<file path="config.mk">
export PLATFORM = sky130hd
export DESIGN_NAME = wave_gen
export DESIGN_NICKNAME = d
export VERILOG_FILES = /design/src/rtl/wave_gen.sv
export SDC_FILE = /design/constraint.sdc
export NUM_CORES = 1
export LEC_CHECK = 0
export CAP_MARGIN = 0
export CORE_MARGIN = 4
export CORE_UTILIZATION = 56
export DETAILED_ROUTE_END_ITERATION = 8
export GPL_TIMING_DRIVEN = 0
export PLACE_DENSITY = 0.89
export SYNTH_ARGS = -nofsm -noshare
export SYNTH_HDL_FRONTEND = slang
export SYNTH_SLANG_ARGS = --single-unit
</file>
<file path="constraint.sdc">
create_clock -name clk -period 4.68 [get_ports clk]
set_clock_uncertainty 0.1 [all_clocks]
set_input_delay 0.936 -clock clk [delete_from_list [all_inputs] [get_ports clk]]
set_output_delay 0.936 -clock clk [all_outputs]
set_load 0.02 [all_outputs]
</file>
<file path="src/rtl/wave_gen.sv">
// wave_gen: prescaled saw / triangle / square waveform generator.
// Mode and amplitude are captured into shadow registers while disabled and
// at every period boundary, so a running waveform never changes shape
// mid-period. The prescaler is read live.
module wave_gen #(
    parameter int DATA_W  = 16,
    parameter int PRESC_W = 16
) (
    input  logic               clk,
    input  logic               rst,
    input  logic               ena,
    input  logic [1:0]         mode,
    input  logic [DATA_W-1:0]  amplitude,
    input  logic [PRESC_W-1:0] prescaler,
    output logic [DATA_W-1:0]  data,
    output logic               period_tick,
    output logic               o_dbg_dir,
    output logic [1:0]         o_dbg_mode_s,
    output logic [DATA_W-1:0]  o_dbg_amp_s
);

    typedef enum logic [1:0] {
        MODE_SAW = 2'b00,
        MODE_TRI = 2'b01,
        MODE_SQR = 2'b10,
        MODE_RSV = 2'b11
    } mode_t;

    // Triangle slope direction; the only piece of sequencing state besides
    // the phase counter.
    typedef enum logic {
        DIR_UP   = 1'b0,
        DIR_DOWN = 1'b1
    } dir_t;

    // Registered state
    logic [PRESC_W-1:0] r_cnt;
    logic [DATA_W-1:0]  r_phase;
    dir_t               r_dir;
    logic [DATA_W-1:0]  r_data;
    logic               r_tick;
    mode_t              r_mode_s;
    logic [DATA_W-1:0]  r_amp_s;

    // Step strobe and per-waveform next values
    logic               w_cnt_hit;
    logic [DATA_W:0]    w_half;

    logic [DATA_W-1:0]  w_saw_data;
    logic               w_saw_wrap;

    logic [DATA_W-1:0]  w_tri_data;
    dir_t               w_tri_dir;
    logic               w_tri_wrap;

    logic [DATA_W-1:0]  w_sqr_phase;
    logic [DATA_W-1:0]  w_sqr_data;
    logic               w_sqr_wrap;

    logic [DATA_W-1:0]  w_data_nxt;
    logic [DATA_W-1:0]  w_phase_nxt;
    dir_t               w_dir_nxt;
    logic               w_wrap;

    // A step happens on the clock where the tick counter equals P.
    assign w_cnt_hit = (r_cnt == prescaler);

    // Square high-time threshold, one bit wider so an all-ones amplitude
    // cannot wrap (A+1) to zero.
    assign w_half = ({1'b0, r_amp_s} + (DATA_W+1)'(1)) >> 1;

    // Saw: ramp up by one, wrap to zero once at or above the peak.
    always_comb begin
        w_saw_data = r_data + DATA_W'(1);
        w_saw_wrap = 1'b0;
        if (r_data >= r_amp_s) begin
            w_saw_data = '0;
            w_saw_wrap = 1'b1;
        end
    end

    // Triangle: climb while below the peak, then descend; reaching zero on
    // the way down (or sitting at zero with a zero peak) ends the period.
    always_comb begin
        w_tri_data = r_data;
        w_tri_dir  = r_dir;
        w_tri_wrap = 1'b0;
        if (r_dir == DIR_UP && r_data < r_amp_s) begin
            w_tri_data = r_data + DATA_W'(1);
            w_tri_dir  = DIR_UP;
        end else if (r_data <= DATA_W'(1)) begin
            w_tri_data = '0;
            w_tri_dir  = DIR_UP;
            w_tri_wrap = 1'b1;
        end else begin
            w_tri_data = r_data - DATA_W'(1);
            w_tri_dir  = DIR_DOWN;
        end
    end

    // Square: phase counts 0..A like the saw; output is high for phase < H.
    always_comb begin
        w_sqr_phase = r_phase + DATA_W'(1);
        w_sqr_wrap  = 1'b0;
        if (r_phase >= r_amp_s) begin
            w_sqr_phase = '0;
            w_sqr_wrap  = 1'b1;
        end
        w_sqr_data = ({1'b0, w_sqr_phase} < w_half) ? r_amp_s : '0;
    end

    // Select the next sample from the shadowed mode. Non-square modes keep
    // the phase at zero and non-triangle modes keep the direction up, so a
    // mode change at a boundary always starts clean.
    always_comb begin
        w_data_nxt  = '0;
        w_phase_nxt = '0;
        w_dir_nxt   = DIR_UP;
        w_wrap      = 1'b1;
        case (r_mode_s)
            MODE_SAW: begin
                w_data_nxt = w_saw_data;
                w_wrap     = w_saw_wrap;
            end
            MODE_TRI: begin
                w_data_nxt = w_tri_data;
                w_dir_nxt  = w_tri_dir;
                w_wrap     = w_tri_wrap;
            end
            MODE_SQR: begin
                w_data_nxt  = w_sqr_data;
                w_phase_nxt = w_sqr_phase;
                w_wrap      = w_sqr_wrap;
            end
            default: begin
                // Reserved: flat zero, every step is a period boundary.
                w_data_nxt  = '0;
                w_phase_nxt = '0;
                w_wrap      = 1'b1;
            end
        endcase
    end

    // Prescaler, waveform state, shadow capture and registered outputs.
    always_ff @(posedge clk) begin
        if (rst) begin
            r_cnt    <= '0;
            r_phase  <= '0;
            r_dir    <= DIR_UP;
            r_data   <= '0;
            r_tick   <= 1'b0;
            r_mode_s <= MODE_SAW;
            r_amp_s  <= '0;
        end else if (!ena) begin
            // Idle: data holds, everything else is parked and the shadows
            // track the inputs so the next enable uses fresh settings.
            r_cnt    <= '0;
            r_phase  <= '0;
            r_dir    <= DIR_UP;
            r_tick   <= 1'b0;
            r_mode_s <= mode_t'(mode);
            r_amp_s  <= amplitude;
        end else if (w_cnt_hit) begin
            r_cnt  <= '0;
            r_data <= w_data_nxt;
            r_tick <= w_wrap;
            if (w_wrap) begin
                r_phase  <= '0;
                r_dir    <= DIR_UP;
                r_mode_s <= mode_t'(mode);
                r_amp_s  <= amplitude;
            end else begin
                r_phase <= w_phase_nxt;
                r_dir   <= w_dir_nxt;
            end
        end else begin
            r_cnt  <= r_cnt + PRESC_W'(1);
            r_tick <= 1'b0;
        end
    end

    assign data         = r_data;
    assign period_tick  = r_tick;
    assign o_dbg_dir    = r_dir;
    assign o_dbg_mode_s = r_mode_s;
    assign o_dbg_amp_s  = r_amp_s;

endmodule
</file>
==> results of run 1 <==
==> routing by layer <==
metal	track usage (%)	part of all wire [%]
met5	0	0
met4	14.2	3.8
met3	5.84	7.9
met2	49.0	48
met1	35.9	40
==> through the flow <==
step | hold WS (ps) | setup slack, ps
after floorplan | 340 | 370
after global placement | 373 | -351
after detailed placement | 389 | -323
after CTS | 408 | 19.7
after global routing | 430 | -141
final | 410 | 110
==> worst max path at each step <==
stage          slack (ps)            start  endpoint
2_1_floorplan         370  o_dbg_amp_s[13]  data[12]
3_3_place_gp         -350  o_dbg_amp_s[15]   data[9]
3_5_place_dp         -320  o_dbg_amp_s[15]  data[12]
4_1_cts                20  o_dbg_amp_s[13]  data[12]
5_1_grt              -140  o_dbg_amp_s[14]   data[1]
6_report              110  o_dbg_amp_s[13]  data[12]
==> sequential cells by signal, indices dropped and copies added, names as in the netlist <==
name / count
period_tick: 1
data: 16
r_phase: 16
o_dbg_dir: 1
o_dbg_amp_s: 16
r_cnt: 16
o_dbg_mode_s: 2
==> logic make-up (layout without fill, tap and decap cells) <==
kind of cell / count (synthesis) / in the layout / synth area share [%]
and+or+nand+nor: 269 / 269 / 24.5
AOI/OAI and AO/OA: 153 / 153 / 20.4
DFF: 68 / 68 / 25.0
xor gates and xnor gates: 61 / 61 / 9.82
buffers and inverters: 58 / 148 / 4.57
adders and majority gates: 53 / 53 / 12.2
muxes: 19 / 19 / 3.49
==> synthesized netlist by cell type (all sizes together) (4+ instances only) <==
library cell   n  area share, %
xor2          18            2.9
o211ai         5           0.87
buf           11            1.3
xnor2         43            6.9
mux2i         19            3.5
nor2b          5           0.57
or3            5           0.57
nor4           6            1.1
and2           7           0.80
nor2          63            4.4
inv           27            1.9
nand4         12            1.4
a21o           5           0.69
a32oi          4           0.64
a22o           9            1.4
a222oi         4           0.74
nand3         38            3.5
a221oi         5           0.80
o21ai         28            2.6
o22ai          4           0.46
o31ai         15            2.1
o21bai         5           0.69
a31oi         10            1.3
ha            53             12
and3          15            1.8
clkbuf        20            1.4
dfxtp         68             25
a211oi         6           0.92
nand2         84            5.8
nor3          10           0.92
and4           4           0.64
o21a           4           0.55
nand2b         5           0.57
a21oi         23            2.1
==> layout make-up <==
cell class,instances,area (sq um),share of cell area [%]
multi-input cells,555,3870,58.6
clock buffers,12,145,2.20
plain buffers,31,151,2.29
repair buffers,74,736,11.1
inverters,27,101,1.53
clock inverters,4,72.6,1.10
flip-flops and latches,68,1370,20.7
well taps,129,161,2.44
==> power by group <==
part / internal (W) / leakage (nW) / switching [W] / total, W
Clock: 0.000314 / 0.107 / 0.000233 / 0.000547
Sequential: 0.000589 / 0.553 / 0.0000222 / 0.000611
Combinational: 0.000108 / 1.87 / 0.000141 / 0.000249
==> what timing repair did <==
item / 4_1_cts / 5_1_grt
buffers inserted: 0 / 2
resized for setup: 5 / 8
hold buffers: 0 / 0
endpoints found under the setup margin: 16 / 16
==> metrics.txt, run 1 <==
vias in the first global route between 5000 and 6000; Post-Layout Cell Count 900; CTS tree built; final wirelength 16.8 mm; Chip Width 107 um; final core utilization approximately 70%; R2R Path End data[12]; Yosys warnings 0; largest net degree at the start of global routing 12; crit-path cells inv_1 > ha_1 > and4_1 > nand4_1 > or4_1 > nand3_4 > clkbuf_4 > nor2_1 > ha_1 > a2111oi_2 > o21ai_0 > a221o_1 > a31oi_4 > buf_4 > a221oi_1 > o22ai_1; hold_sp r_cnt[0]; Worst slew margin 55.3%; Max Cap Viol 0; Worst EP arrival 4750 ps; total power 0.00141 W; critical path class flip-flop to flip-flop; CP most frequent cell ha_1; wire length per cell 18.6 um; max frequency 219 MHz; CTS Buf Count 9; most common cell after layout, fill and taps aside nand2_1; routed vias about 5600; CP required about 4900 ps; Final Hold Fails 0; Iter 0 DRT Violations 489; unique cell type count in the Yosys netlist 69; Pwr per Cell Area 213 nW/um^2; Clock H-tree levels 3; design area 6600 sq um; initial antenna violation count 0; CP max stage cell or4_1; Filler cells 775; EDFF count, synth 0; Reg2Reg Launch Point o_dbg_amp_s[13]; Routability Congestion between 0.9 and 1; First-pass DRT Iterations 8; min cycle time layout 4570 ps; I/O Buffers 72; Final HPWL DP 12.8 mm; die height 107 um; Max Root-Sink Buffers 2; Initial Utilization between 50% and 60%; Top FF cell, synth dfxtp_1; I/O pin count 73; Synth Instances 681; cells on worst reg2reg path 16; status finished clean; via/cell ratio roughly 6.3; Clock Latency Late Sink 360 ps; max incr delay on CP 610 ps; Final TNS setup 0 ps; die area 11400 sq um; number of diodes 0; Reg clk slew, reported paths 80 ps; Synth Net Count 771; slew of the pin with the lowest slew margin about 670 ps; Crit path depth 16; share of layout cells above drive strength 1 ~7%; Startpoint Class flip-flop; Post-DRT Antenna Nets 0; Placed Cells 882; Static Leak around 2.5 nW; area grow syn2layout 21.3%; grt ovf 0; RSZ-0062 raised after global routing yes; Final #Nets 856; sequential share of the synthesized area 25.0%; Hold/Removal Path Class flip-flop to flip-flop; Worst Hold Endpoint r_cnt[0]; core area 9370 sq um; critical-path maximum fanout 10; Top delay family on crit path compound AO/OA/AOI/OAI gates; flops & latches, synth 68; synthesized area roughly 5400 sq um; Slew Viols, Final 0; hold path cells 1; Placed Area 6320 sq um; most frequent cells in the layout 84 x nand2_1, 72 x clkdlybuf4s50_1, 64 x dfxtp_1; # clock sinks 68; DRC Markers 0; gr usage total 29.3%; Peak VDD IR 112 uV; slack of the worst reg-to-reg path 110 ps; Root Driver clkbuf_8; Syn Area/Cell around 8 sq um; final worst path period share 97.7%; CP bufs+invs 3; asr flop ratio synth 0%; final setup vio count 0; global-route wire length before repair 26.9 mm; row cnt 35; critical path endpoint category flip-flop
Power figures use the tool's default switching activity.
==> inputs of run 2 (changes only) <==
--- a/config.mk
+++ b/config.mk
@@ -6,6 +6,7 @@
 export NUM_CORES = 1
 export LEC_CHECK = 0
 export CAP_MARGIN = 0
+export CORE_ASPECT_RATIO = 1.5
 export CORE_MARGIN = 4
 export CORE_UTILIZATION = 56
 export DETAILED_ROUTE_END_ITERATION = 8
==> metrics.txt, run 2 (same netlist as run 1, synthesis figures left out) <==
CP bufs+invs 3 (unchanged); wire length per cell 20.4 um (+9.7%); global-route wire length before repair 28.8 mm (+7.0%); CP max stage cell or4_4; M2 GR Usage 58.8% (+9.8 points); Worst slew margin 51.2% (-4.1 points); grt ovf 0 (unchanged); slew of the pin with the lowest slew margin 732 ps (+66.1 ps); met1 usage 33.5% (-2.5 points); Clock H-tree levels 3 (unchanged); number of diodes 0 (unchanged); First-pass DRT Iterations 5 (-3); Hold Slack 407 ps (-3.14 ps); Reg power frac 36.7% (-6.8 points); Worst EP arrival 4660 ps (-90 ps); RSZ-0062 raised after global routing no; CTS tree built; GRT Max-Usage Layer met2; critical-path maximum fanout 10 (unchanged); final wirelength 18.0 mm (+7.5%); most common cell after layout, fill and taps aside nand2_1; share of layout cells above drive strength 1 7.53% (+0.40 points); die area 11400 sq um (+0.29%); I/O Buffers 72 (unchanged); FF/Latch Area 1370 sq um (about the same); Initial Utilization 58.1% (+0.062 points); critical path class flip-flop to flip-flop; dpl ws -618 ps (-295 ps); Reg clk slew, reported paths 60 ps (-20 ps); gr usage total 32.5% (+3.2 points); DRC Markers 0 (unchanged); Final #Nets 855 (-0.12%); final worst slack 188 ps (+78.7 ps); core area 9360 sq um (-0.11%); initial antenna violation count 0 (unchanged); NetSw 0.000433 W (+9.5%); # clock sinks 68 (unchanged); crit-path cells inv_1 > ha_1 > and4_1 > nand4_1 > or4_4 > nand3_4 > clkbuf_4 > nor2_1 > ha_1 > a2111oi_2 > o21ai_1 > a221o_1 > a31oi_4 > buf_4 > a221oi_1 > o22ai_1; max incr delay on CP 610 ps (about the same); # hold bufs at CTS 0 (unchanged); CTS Buf Count 9 (unchanged); Pwr per Cell Area 248 nW/um^2 (+17%); Hold/Removal Path Class flip-flop to flip-flop; Post-DRT Antenna Nets 0 (unchanged); routed vias 5708 (+1.2%); multi-input logic area 3870 sq um (about the same); Slew Viols, Final 0 (unchanged); Clock Latency Late Sink 350 ps (about the same); Startpoint Class flip-flop; area grow syn2layout 23.3%; Final Hold Fails 0 (unchanged); Routability Congestion 1.01 (+3.1%); row cnt 43 (+23%); status finished clean; combinational share of power 15.1% (-2.6 points); Iter 0 DRT Violations 354 (-28%); Root Driver clkbuf_16; CP most frequent cell ha_1; critical path endpoint category flip-flop; I/O pin count 73 (unchanged); die height 129 um (+21%); clock power share 48.2% (+9.3 points); most frequent cells in the layout 84 x nand2_1, 72 x clkdlybuf4s50_1, 63 x dfxtp_1; max frequency 223 MHz (+1.8%); CP required 4850 ps (about the same); largest net degree at the start of global routing 13 (+1); Peak VDD IR 248 uV (+120%); final setup vio count 0 (unchanged); via/cell ratio 6.47 (+3.3%); Max Cap Viol 0 (unchanged); min cycle time layout 4490 ps (-78.7 ps); Final HPWL DP 13.7 mm (+6.3%); Internal 0.00123 W (+22%); vias in the first global route 6038 (+9.2%); final worst path period share 96.0% (-1.7 points); Chip Width 88.5 um (-17%); Static Leak 2.59 nW (+2.3%); fraction of power spent switching nets 26.0% (-2.1 points); Max Root-Sink Buffers 2 (unchanged); Top delay family on crit path compound AO/OA/AOI/OAI gates; total power 0.00167 W (+18%); Filler cells 755 (-2.6%); met3 Resource Use GR 5.32% (-0.52 points)
==> run 2: power by group through the flow <==
stage                     Sequential (W)  Clock (W)  Combinational, W
after floorplan                 0.000627          0          0.000131
after global placement          0.000622          0          0.000232
after detailed placement        0.000623          0          0.000240
after CTS                       0.000610   0.000799          0.000245
after global routing            0.000613   0.000824          0.000270
final                           0.000612   0.000802          0.000252
==> run 2: final cells by class <==
cell class / count / area share (%)
Clock buffer: 10 / 3.56
Multi-Input combinational cell: 555 / 57.7
Clock inverter: 6 / 1.66
Timing Repair Buffer: 73 / 10.9
Inverter: 27 / 1.51
Buffer: 31 / 2.26
Sequential cell: 68 / 20.4
Tap cell: 112 / 2.09
==> run 2: what timing repair did <==
item | in CTS | in global routing
endpoints found under the hold margin | 0 | 0
setup buffers | 1 | 0
gates resized for setup | 4 | 12
setup endpoints to repair | 16 | 16
==> run 2: tightest hold or removal path, stage by stage, from the launching register on <==
cell,delay (ps)
dfxtp_2,340
nand2_1,60
mux2i_1,60
==> run 2: per-layer routing <==
metal / up-vias / routed length, um
met1: 2698 / 6420
met4: 0 / 1040
met5: - / 0
met2: 275 / 9510
li1: 2652 / -
met3: 83 / 1060
==> run 2: stage by stage <==
step                utilization [%]  cell area (sq um)  instances  TNS [ps]
finish                         71.7               6710        882         0
global route                   71.7               6710        882         0
CTS                            71.3               6680        882         0
detailed placement             67.3               6300        865     -8280
global placement               67.3               6300        865     -7060
floorplan                         -               5440        681         0
==> run 2: path summary, 6_finish.rpt <==
| kind | startpoint | to | slack (ps) | cells past startpoint |
|---|---|---|---|---|
| max | o_dbg_amp_s[13] | data[12] | 190 | 16 |
| min reg2reg | o_dbg_amp_s[14] | o_dbg_amp_s[14] | 410 | 2 |
| max reg2reg | o_dbg_amp_s[13] | data[12] | 190 | 16 |
| min | o_dbg_amp_s[14] | o_dbg_amp_s[14] | 410 | 2 |
==> inputs of run 3 (changes only) <==
--- a/config.mk
+++ b/config.mk
@@ -11,6 +11,7 @@
 export CORE_UTILIZATION = 56
 export DETAILED_ROUTE_END_ITERATION = 8
 export GPL_TIMING_DRIVEN = 0
+export MAX_ROUTING_LAYER = met4
 export PLACE_DENSITY = 0.89
 export SYNTH_ARGS = -nofsm -noshare
 export SYNTH_HDL_FRONTEND = slang
==> metrics.txt, run 3 (same netlist as run 1, synthesis figures left out) <==
Slew Viols, Final 0 (unchanged); Hold/Removal Path Class flip-flop to flip-flop; Worst EP arrival 4580 ps (-80 ps); Clock Latency Late Sink 350 ps (about the same); Initial Utilization 58.1% (unchanged); Reg power frac 36.4% (-0.3 points); number of diodes 0 (unchanged); Post-DRT Antenna Nets 0 (unchanged); Final HPWL DP 13.7 mm (+0.61%); share of layout cells above drive strength 1 7.14% (-0.39 points); Top delay family on crit path compound AO/OA/AOI/OAI gates; status finished clean; gr usage total 33.1% (+0.57 points); CP most frequent cell ha_1; Post-Layout Cell Count 882 (unchanged); fraction of power spent switching nets 25.8% (-0.17 points); via/cell ratio 6.43 (-0.70%); CP max stage cell or4_4; DRC Markers 0 (unchanged); # clock sinks 68 (unchanged); max incr delay on CP 630 ps (+20 ps); die height 129 um (unchanged); critical-path maximum fanout 19 (+9); Iter 0 DRT Violations 392 (+11%); vias in the first global route 5699 (-5.6%); core area 9360 sq um (unchanged); RSZ-0062 raised after global routing no; Internal 0.00125 W (+1.2%); area grow syn2layout 23.3% (about the same); Final Hold Fails 0 (unchanged); final setup vio count 0 (unchanged); Reg clk slew, reported paths 60 ps (about the same); wire length per cell 20.3 um (-0.49%); Worst slew margin 52.3% (+1.1 points); CP bufs+invs 2 (-1); Peak VDD IR 283 uV (+14%); critical path class flip-flop to flip-flop; First-pass DRT Iterations 5 (unchanged); total power 0.00168 W (+0.94%); most frequent cells in the layout 84 x nand2_1, 72 x clkdlybuf4s50_1, 65 x dfxtp_1; largest net degree at the start of global routing 12 (-1); Clock H-tree levels 3 (unchanged); initial antenna violation count 0 (unchanged); grt ovf 0 (unchanged); Chip Width 88.5 um (unchanged); max frequency 227 MHz (+2.0%); Max Root-Sink Buffers 2 (unchanged); combinational share of power 15.2% (about the same); global-route wire length before repair 28.2 mm (-2.3%); row cnt 43 (unchanged); Routability Congestion 0.969 (-4.1%); routed vias 5668 (-0.70%); min cycle time layout 4410 ps (-86.3 ps); Startpoint Class flip-flop; I/O pin count 73 (unchanged); Root Driver clkbuf_16; final wirelength 17.9 mm (-0.49%); I/O Buffers 72 (unchanged); Static Leak 2.60 nW (+0.18%); final worst path period share 94.1% (-1.8 points); CTS Buf Count 9 (unchanged); Max Cap Viol 0 (unchanged); final core utilization 71.7% (about the same); most common cell after layout, fill and taps aside nand2_1; CP required 4850 ps (about the same); slew of the pin with the lowest slew margin 716 ps (-16.1 ps); Pwr per Cell Area 251 nW/um^2 (+0.91%); CTS tree built; crit-path cells inv_1 > ha_1 > and4_1 > nand4_1 > or4_4 > nand3_4 > nor2_1 > ha_1 > a2111oi_2 > o21ai_1 > a221o_1 > a31oi_4 > buf_4 > a222oi_1 > o22ai_1; Final #Nets 855 (unchanged); die area 11400 sq um (unchanged); slack of the worst reg-to-reg path 270 ps (+90 ps); critical path endpoint category flip-flop; # hold bufs at CTS 0 (unchanged); NetSw 0.000434 W (+0.29%); Hold Slack 407 ps (+0.185 ps); Placed Cells 865 (unchanged); clock power share 48.4% (+0.2 points)
[run 3: cell count changes in the layout (fill, tap and decap cells not counted)]
cell	change
dfxtp_1	+2
clkbuf_8	+1
o21ai_0	-1
o21ai_1	+1
clkinv_4	-1
dfxtp_2	-2
buf_6	+1
clkbuf_4	-1
clkinvlp_4	-1
clkbuf_1	+1
[run 3: repair_timing]
| item | in CTS | in global routing |
|---|---|---|
| gates resized for setup | 9 | 7 |
| buffers inserted | 2 | 0 |
| pin swaps | 0 | 1 |
| setup endpoints to repair | 16 | 16 |
[run 3: layout make-up]
| type | instances | area (sq um) |
|---|---|---|
| Multi-Input combinational cell | 555 | 3870 |
| Fill cell | 737 | 2650 |
| Sequential cell | 68 | 1370 |
| Timing Repair Buffer | 74 | 736 |
| Clock buffer | 12 | 256 |
| Buffer | 30 | 148 |
| Tap cell | 112 | 140 |
| Inverter | 27 | 101 |
| Clock inverter | 4 | 95.1 |
[run 3: worst register-to-register path: cells and delay by family, from the launching register on]
family                   cells  cell delay (ps)
AO/OA/AOI/OAI                6             1500
buffers and inverters        2              300
flip-flops                   1              390
AND/OR/NAND/NOR              5             1370
adder cells (fa/ha/maj)      2              680
[run 3: worst paths after layout]
check,start,end,depth (start not counted)
hold reg to reg,r_cnt[0],r_cnt[0],1
setup reg to reg,o_dbg_amp_s[15],data[4],15
hold / removal,r_cnt[0],r_cnt[0],1
setup / recovery,o_dbg_amp_s[15],data[4],15
[run 3: metal layers]
layer	vias to the layer above	global-route usage, %	routed length (um)
met5	-	-	0
met4	0	21.4	1090
met3	79	4.80	1080
met2	280	57.6	9260
met1	2641	33.8	6500
li1	2668	-	-
[run 3: power groups by stage]
| stage | sequential (W) | combinational, W | clock (W) |
|---|---|---|---|
| floorplan | 0.000627 | 0.000131 | 0 |
| global route | 0.000613 | 0.000274 | 0.000844 |
| global placement | 0.000623 | 0.000235 | 0 |
| detailed placement | 0.000623 | 0.000242 | 0 |
| CTS | 0.000611 | 0.000250 | 0.000811 |
| finish | 0.000612 | 0.000255 | 0.000815 |
[run 3: per-stage QoR]
| stage | setup slack [ps] | area (sq um) | TNS (ps) |
|---|---|---|---|
| finish | 275 | 6710 | 0 |
| detailed placement | -751 | 6300 | -10620 |
| floorplan | 370 | 5440 | 0 |
| global placement | -788 | 6300 | -11070 |
| global route | 41.2 | 6710 | 0 |
| CTS | 21.8 | 6700 | 0 |
